[src/rtl/load_store_unit.sv]
// Load/store unit: accepts one operation from execute, performs at most one data-memory
// access with a bounded ack wait, aligns and extends load data, and retires to the register file.
module load_store_unit #(
  parameter int unsigned MAX_WAIT = 16
) (
  input  logic        clk,
  input  logic        rst,
  input  logic        valid,
  input  logic [6:0]  opcode,
  input  logic [2:0]  func3,
  input  logic        wb_reg,
  input  logic [4:0]  rd_num,
  input  logic [31:0] alu_out,
  input  logic [31:0] store_data,
  output logic        ready,
  output logic        dmem_req,
  output logic        dmem_we,
  output logic [31:0] dmem_addr,
  output logic [31:0] dmem_wdata,
  output logic [3:0]  dmem_be,
  input  logic        dmem_ack,
  input  logic [31:0] dmem_rdata,
  output logic        wb_enable,
  output logic [4:0]  wb_rd_num,
  output logic [31:0] wb_rd_data,
  output logic        done,
  output logic        misalign,
  output logic        timeout
);

  typedef enum logic [1:0] {IDLE, MEM, RETIRE} state_t;

  localparam logic [6:0] OP_LOAD   = 7'b0000011;
  localparam logic [6:0] OP_STORE  = 7'b0100011;
  localparam logic [7:0] LAST_WAIT = 8'(MAX_WAIT - 1);

  state_t      state, state_nx;
  logic [7:0]  wait_cnt;
  logic        accept, is_load, is_store, is_mem, misaligned, wait_expired;
  logic [3:0]  be_nx;
  logic [31:0] wdata_nx;

  // Operation captured at acceptance; later input changes have no effect.
  logic        r_load, r_we, r_mis, r_to, r_wb;
  logic [2:0]  r_func3;
  logic [4:0]  r_rd;
  logic [31:0] r_addr, r_wdata, r_result;
  logic [3:0]  r_be;

  assign accept       = valid && (state == IDLE);
  assign is_load      = (opcode == OP_LOAD);
  assign is_store     = (opcode == OP_STORE);
  assign is_mem       = is_load || is_store;
  assign wait_expired = (state == MEM) && !dmem_ack && (wait_cnt == LAST_WAIT);

  function automatic logic [31:0] load_extend(input logic [2:0]  f3,
                                              input logic [1:0]  off,
                                              input logic [31:0] word);
    logic [31:0] lane;
    logic [31:0] res;
    lane = word >> {off, 3'b000};
    case (f3)
      3'b000:  res = {{24{lane[7]}}, lane[7:0]};
      3'b100:  res = {24'b0, lane[7:0]};
      3'b001:  res = {{16{lane[15]}}, lane[15:0]};
      3'b101:  res = {16'b0, lane[15:0]};
      default: res = word;
    endcase
    return res;
  endfunction

  // Access-size decode: alignment check, store lanes and replicated write data.
  always_comb begin
    // NOTE: every always_comb target gets a default first so no path can infer a latch.
    misaligned = 1'b0;
    be_nx      = 4'b1111;
    wdata_nx   = store_data;
    case (func3[1:0])
      2'b00: if (is_store) begin
        be_nx    = 4'b0001 << alu_out[1:0];
        wdata_nx = {4{store_data[7:0]}};
      end
      2'b01: begin
        misaligned = alu_out[0];
        if (is_store) begin
          be_nx    = 4'b0011 << alu_out[1:0];
          wdata_nx = {2{store_data[15:0]}};
        end
      end
      2'b10:   misaligned = |alu_out[1:0];
      default: misaligned = 1'b1;
    endcase
  end

  // NOTE: sequential state is written with non-blocking assignments only.
  always_ff @(posedge clk or negedge rst) begin
    if (!rst) state <= IDLE;
    else      state <= state_nx;
  end

  always_comb begin
    state_nx = state;
    case (state)
      IDLE:    if (accept) state_nx = (is_mem && !misaligned) ? MEM : RETIRE;
      MEM:     if (dmem_ack || wait_expired) state_nx = RETIRE;
      RETIRE:  state_nx = IDLE;
      default: state_nx = IDLE;
    endcase
  end

  // NOTE: the captured operation is reset as well, because it drives outputs that read zero in reset.
  always_ff @(posedge clk or negedge rst) begin
    if (!rst) begin
      wait_cnt <= '0;
      r_load   <= 1'b0;
      r_we     <= 1'b0;
      r_mis    <= 1'b0;
      r_to     <= 1'b0;
      r_wb     <= 1'b0;
      r_func3  <= '0;
      r_rd     <= '0;
      r_addr   <= '0;
      r_wdata  <= '0;
      r_be     <= '0;
      r_result <= '0;
    end else begin
      if (state == MEM && !dmem_ack) wait_cnt <= wait_cnt + 8'd1;
      else                           wait_cnt <= '0;

      if (accept) begin
        r_load   <= is_load;
        r_we     <= is_store;
        r_mis    <= is_mem && misaligned;
        r_to     <= 1'b0;
        r_wb     <= is_mem ? (is_load && !misaligned) : wb_reg;
        r_func3  <= func3;
        r_rd     <= rd_num;
        r_addr   <= alu_out;
        r_wdata  <= wdata_nx;
        r_be     <= be_nx;
        r_result <= alu_out;
      end else if (state == MEM) begin
        // An ack on the last allowed wait cycle wins over the timeout.
        if (dmem_ack) begin
          if (r_load) r_result <= load_extend(r_func3, r_addr[1:0], dmem_rdata);
        end else if (wait_expired) begin
          r_to <= 1'b1;
          r_wb <= 1'b0;
        end
      end
    end
  end

  always_comb begin
    ready      = (state == IDLE);
    dmem_req   = (state == MEM);
    done       = (state == RETIRE);
    dmem_we    = dmem_req && r_we;
    dmem_addr  = dmem_req ? {r_addr[31:2], 2'b00} : '0;
    dmem_wdata = dmem_req ? r_wdata : '0;
    dmem_be    = dmem_req ? r_be : '0;
    misalign   = done && r_mis;
    timeout    = done && r_to;
    wb_enable  = done && r_wb && (r_rd != 5'd0);
    wb_rd_num  = r_rd;
    wb_rd_data = r_result;
  end

endmodule

[config.mk]
export PLATFORM = sky130hd
export DESIGN_NAME = load_store_unit
export DESIGN_NICKNAME = d
export VERILOG_FILES = /design/src/rtl/load_store_unit.sv
export SDC_FILE = /design/constraint.sdc
export NUM_CORES = 1
export LEC_CHECK = 0
export ABC_AREA = 0
export CORE_MARGIN = 3
export CORE_UTILIZATION = 45
export DETAILED_ROUTE_END_ITERATION = 10
export GPL_ROUTABILITY_DRIVEN = 0
export PLACE_DENSITY = 0.81
export SYNTH_ARGS = -nofsm -noshare
export SYNTH_HDL_FRONTEND = slang
export SYNTH_SLANG_ARGS = --single-unit
[constraint.sdc]
create_clock -name clk -period 2.4 [get_ports clk]
set_input_delay 0.36 -clock clk [delete_from_list [all_inputs] [get_ports clk]]
set_output_delay 0.36 -clock clk [all_outputs]
set_load 0.1 [all_outputs]
==> impl_metrics.yaml <==
status:
  status: "finished, final reports clean"
timing:
  setup_viol: 0
  finalCriticalPeriod_ns: 2.14
  rsz0062_at_grt: "no"
  tightest_slew_ns: 1.30
  hold_violations: 0
  finalCritPeriodShare_pct: 89.3
  max_freq_ghz: 0.467
  skew_ns: 0.00648
  drv_slew: 0
  maxSlewHeadroom_pct: 13.1
drt:
  drc: 0
  viasPerCell: 5.51
  drtAntennaViolNets: 0
  routed_wirelength_um: 21300
  vias: 6121
  first_pass_iters: 5
  wl_per_cell_um: 19.2
  drt_iter0_drc: 680
clock_tree:
  numCtsBuffers: 17
  clock_latency_ns: 0.42
  cts.sinks: 123
  cts.clk_slew.worst_paths_ns: 0.05
  root_buffer: "clkbuf_16"
  cts_tree: "built"
  clk_path_buf_depth: 2
  postCtsSetupRepairBufs: 0
  h-tree-depth: 4
floorplan:
  coreArea_sq_um: 13500
  die-area_sq_um: 15500
  start_util_pct: 46.8
  num_rows: 42
  io_pins: 228
  die_w_um: 125
  fp.dieH_um: 125
synthesis:
  ys_ff_latch: 123
  seq_area_frac_synth_pct: 48.7
  ys_async_sr_fraction_pct: 100
  synth_ff_type: "dfrtp_1"
  yosysUniqueCellTypes: 49
  synth.avg_cell_area_sq_um: 9.01
  synth-edff-count: 0
  synth.most_common_cell: "nand2_1"
  synth_common_cells: "189 x nand2_1, 123 x dfrtp_1, 71 x and2_1"
  synthCells: 702
  synth_top_area_cell: "dfrtp_1"
  synth_area_sq_um: 6330
  yosys-top-cells-area: "dfrtp_1 49%, nand2_1 11%, and2_1 7.0%"
  ys_warn_count: 0
  synth_top_area_share_pct: 48.7
pwr:
  pwr-share-clk_pct: 37.4
  switching_share_pct: 34.1
  power.density_nw_per_um2: 703
  p_leak_nw: 4.49
  power.internal_w: 0.00468
  p_comb_share_pct: 27.6
  p_switching_w: 0.00242
  worst_ir_drop_vdd_mv: 0.666
  p_seq_share_pct: 34.9
critical_path:
  crit_path_end_kind: "output pin"
  cpPeakStageDelay_ns: 0.48
  crit_required_ns: 2.04
  crit_arrival_ns: 1.78
  crit_family: "flip-flops"
  cp_slowest_cell: "dfrtp_1"
  crit_fanout: 21
  crit_type: "reg -> out"
  crit_chain: "nor2b_4, buf_4, and2_1, buf_12"
  crit_buf_inv: 2
  cp-start-kind: "flop"
finish:
  fillCellCount: 941
  postLayoutCellArea_sq_um: 10100
  diodes: 0
  drive_above_1_share_pct: 21.8
  utilization_pct: 74.8
  syn_to_final_growth_pct: 59.6
  nNetsFinal: 1043
worst_hold_path:
  worstHoldPathType: "in -> async"
global_routing:
  grt_pass1_wl_um: 33700
  overflow: 0
  antenna_found_initial: 0
  grt-busiest-layer: "met2"
  gr-usage-met1_pct: 37.4
  grt_max_degree: 50
  grt_pass1_vias: 5889
  grt_usage_pct: 27.5
  use_met3_pct: 7.42
  grtUsageMet2_pct: 42.6
placement:
  placed_area_sq_um: 9470
  port_buffers: 225
  detailed_place_hpwl_um: 15800
job:
  maxCapViolCount: 0
[state kept, by name, indices dropped and copies added, names as in the netlist]
name,cells
r_addr,32
r_be,4
r_func3,3
r_load,1
r_mis,1
r_to,1
r_wb,1
r_wdata,32
r_we,1
state,2
wait_cnt,8
wb_rd_data,32
wb_rd_num,5
[kinds of logic after synthesis]
| group | Yosys count | share of synthesized area, % |
|---|---|---|
| XOR/XNOR | 6 | 0.831 |
| multiplexers | 41 | 6.63 |
| AND/OR/NAND/NOR | 337 | 24.6 |
| buffers and inverters | 57 | 3.66 |
| adder cells (fa/ha/maj) | 5 | 0.989 |
| other | 1 | 0.0593 |
| AO/OA/AOI/OAI | 132 | 14.6 |
| flip-flops | 123 | 48.7 |
[power groups by stage]
stage | registers (W) | clock network, W | logic (W)
final | 0.00248 | 0.00266 | 0.00196
after global routing | 0.00251 | 0.00278 | 0.00206
after detailed placement | 0.00251 | 0 | 0.00194
after floorplan | 0.00316 | 0 | 0.000606
after CTS | 0.00248 | 0.00268 | 0.00195
after global placement | 0.00250 | 0 | 0.00191
[routing by layer]
layer	share of wire [%]	up-vias
met3	7.3	48
li1	-	2847
met1	42	2937
met4	3.1	0
met2	47	289
met5	0	-
[metrics by stage]
stage / setup WS [ns] / std cells / hold slack, ns / setup TNS [ns] / power [W]
final: 0.257 / 1111 / 0.458 / 0 / 0.00710
after floorplan: 0.0560 / 703 / 0.0644 / 0 / 0.00377
after CTS: 0.239 / 1111 / 0.456 / 0 / 0.00711
after global placement: 0.101 / 1078 / 0.364 / 0 / 0.00441
after global routing: 0.108 / 1111 / 0.473 / 0 / 0.00735
after detailed placement: -0.000415 / 1078 / 0.363 / -0.000415 / 0.00445
[area by class of cell]
cell class                      instances  area [sq um]  share of cell area [%]
Clock buffer                           25           505                    5.01
Multi-Input combinational cell        523          3070                    30.4
Clock inverter                          7           110                    1.09
Tap cell                              176           220                    2.18
Inverter                                4          15.0                   0.149
Timing Repair Buffer                  253          3100                    30.7
Sequential cell                       123          3080                    30.5
[final timing paths]
| check | start | endpoint | depth (start not counted) | slack, ns |
|---|---|---|---|---|
| worst max-delay path | state[0] | dmem_addr[10] | 4 | 0.26 |
| worst min-delay path | rst | r_addr[23] | 2 | 0.46 |
| worst max register to register | state[1] | wb_rd_data[24] | 4 | 0.32 |
| worst min register to register | wait_cnt[0] | wait_cnt[0] | 1 | 0.46 |
| max in group asynchronous | rst | r_wdata[27] | 3 | 1.27 |
| min in group clk | wait_cnt[0] | wait_cnt[0] | 1 | 0.46 |
[timing repair]
item,4_1_cts,5_1_grt
endpoints found under the hold margin,37,0
hold buffers,1,0
resized for setup,0,0
setup endpoints to repair,0,0
[layout by cell type (no fill, tap or decap), drive strengths merged, types with 4 or more instances in the layout]
master         count
o22ai             17
a21oi             12
mux2               7
mux2i             34
nor2b              6
o2bb2ai            7
a221oi            16
o221ai             8
o211ai            10
clkbuf            25
nor2              37
clkdlybuf4s50    114
nand3             11
and2              71
and3               4
clkinv             4
nand2            189
inv                4
buf              138
dfrtp            123
ha                 5
a31oi              6
a2bb2oi            7
o21ai             37
xnor2              4
(Power assumes the default switching activity.)
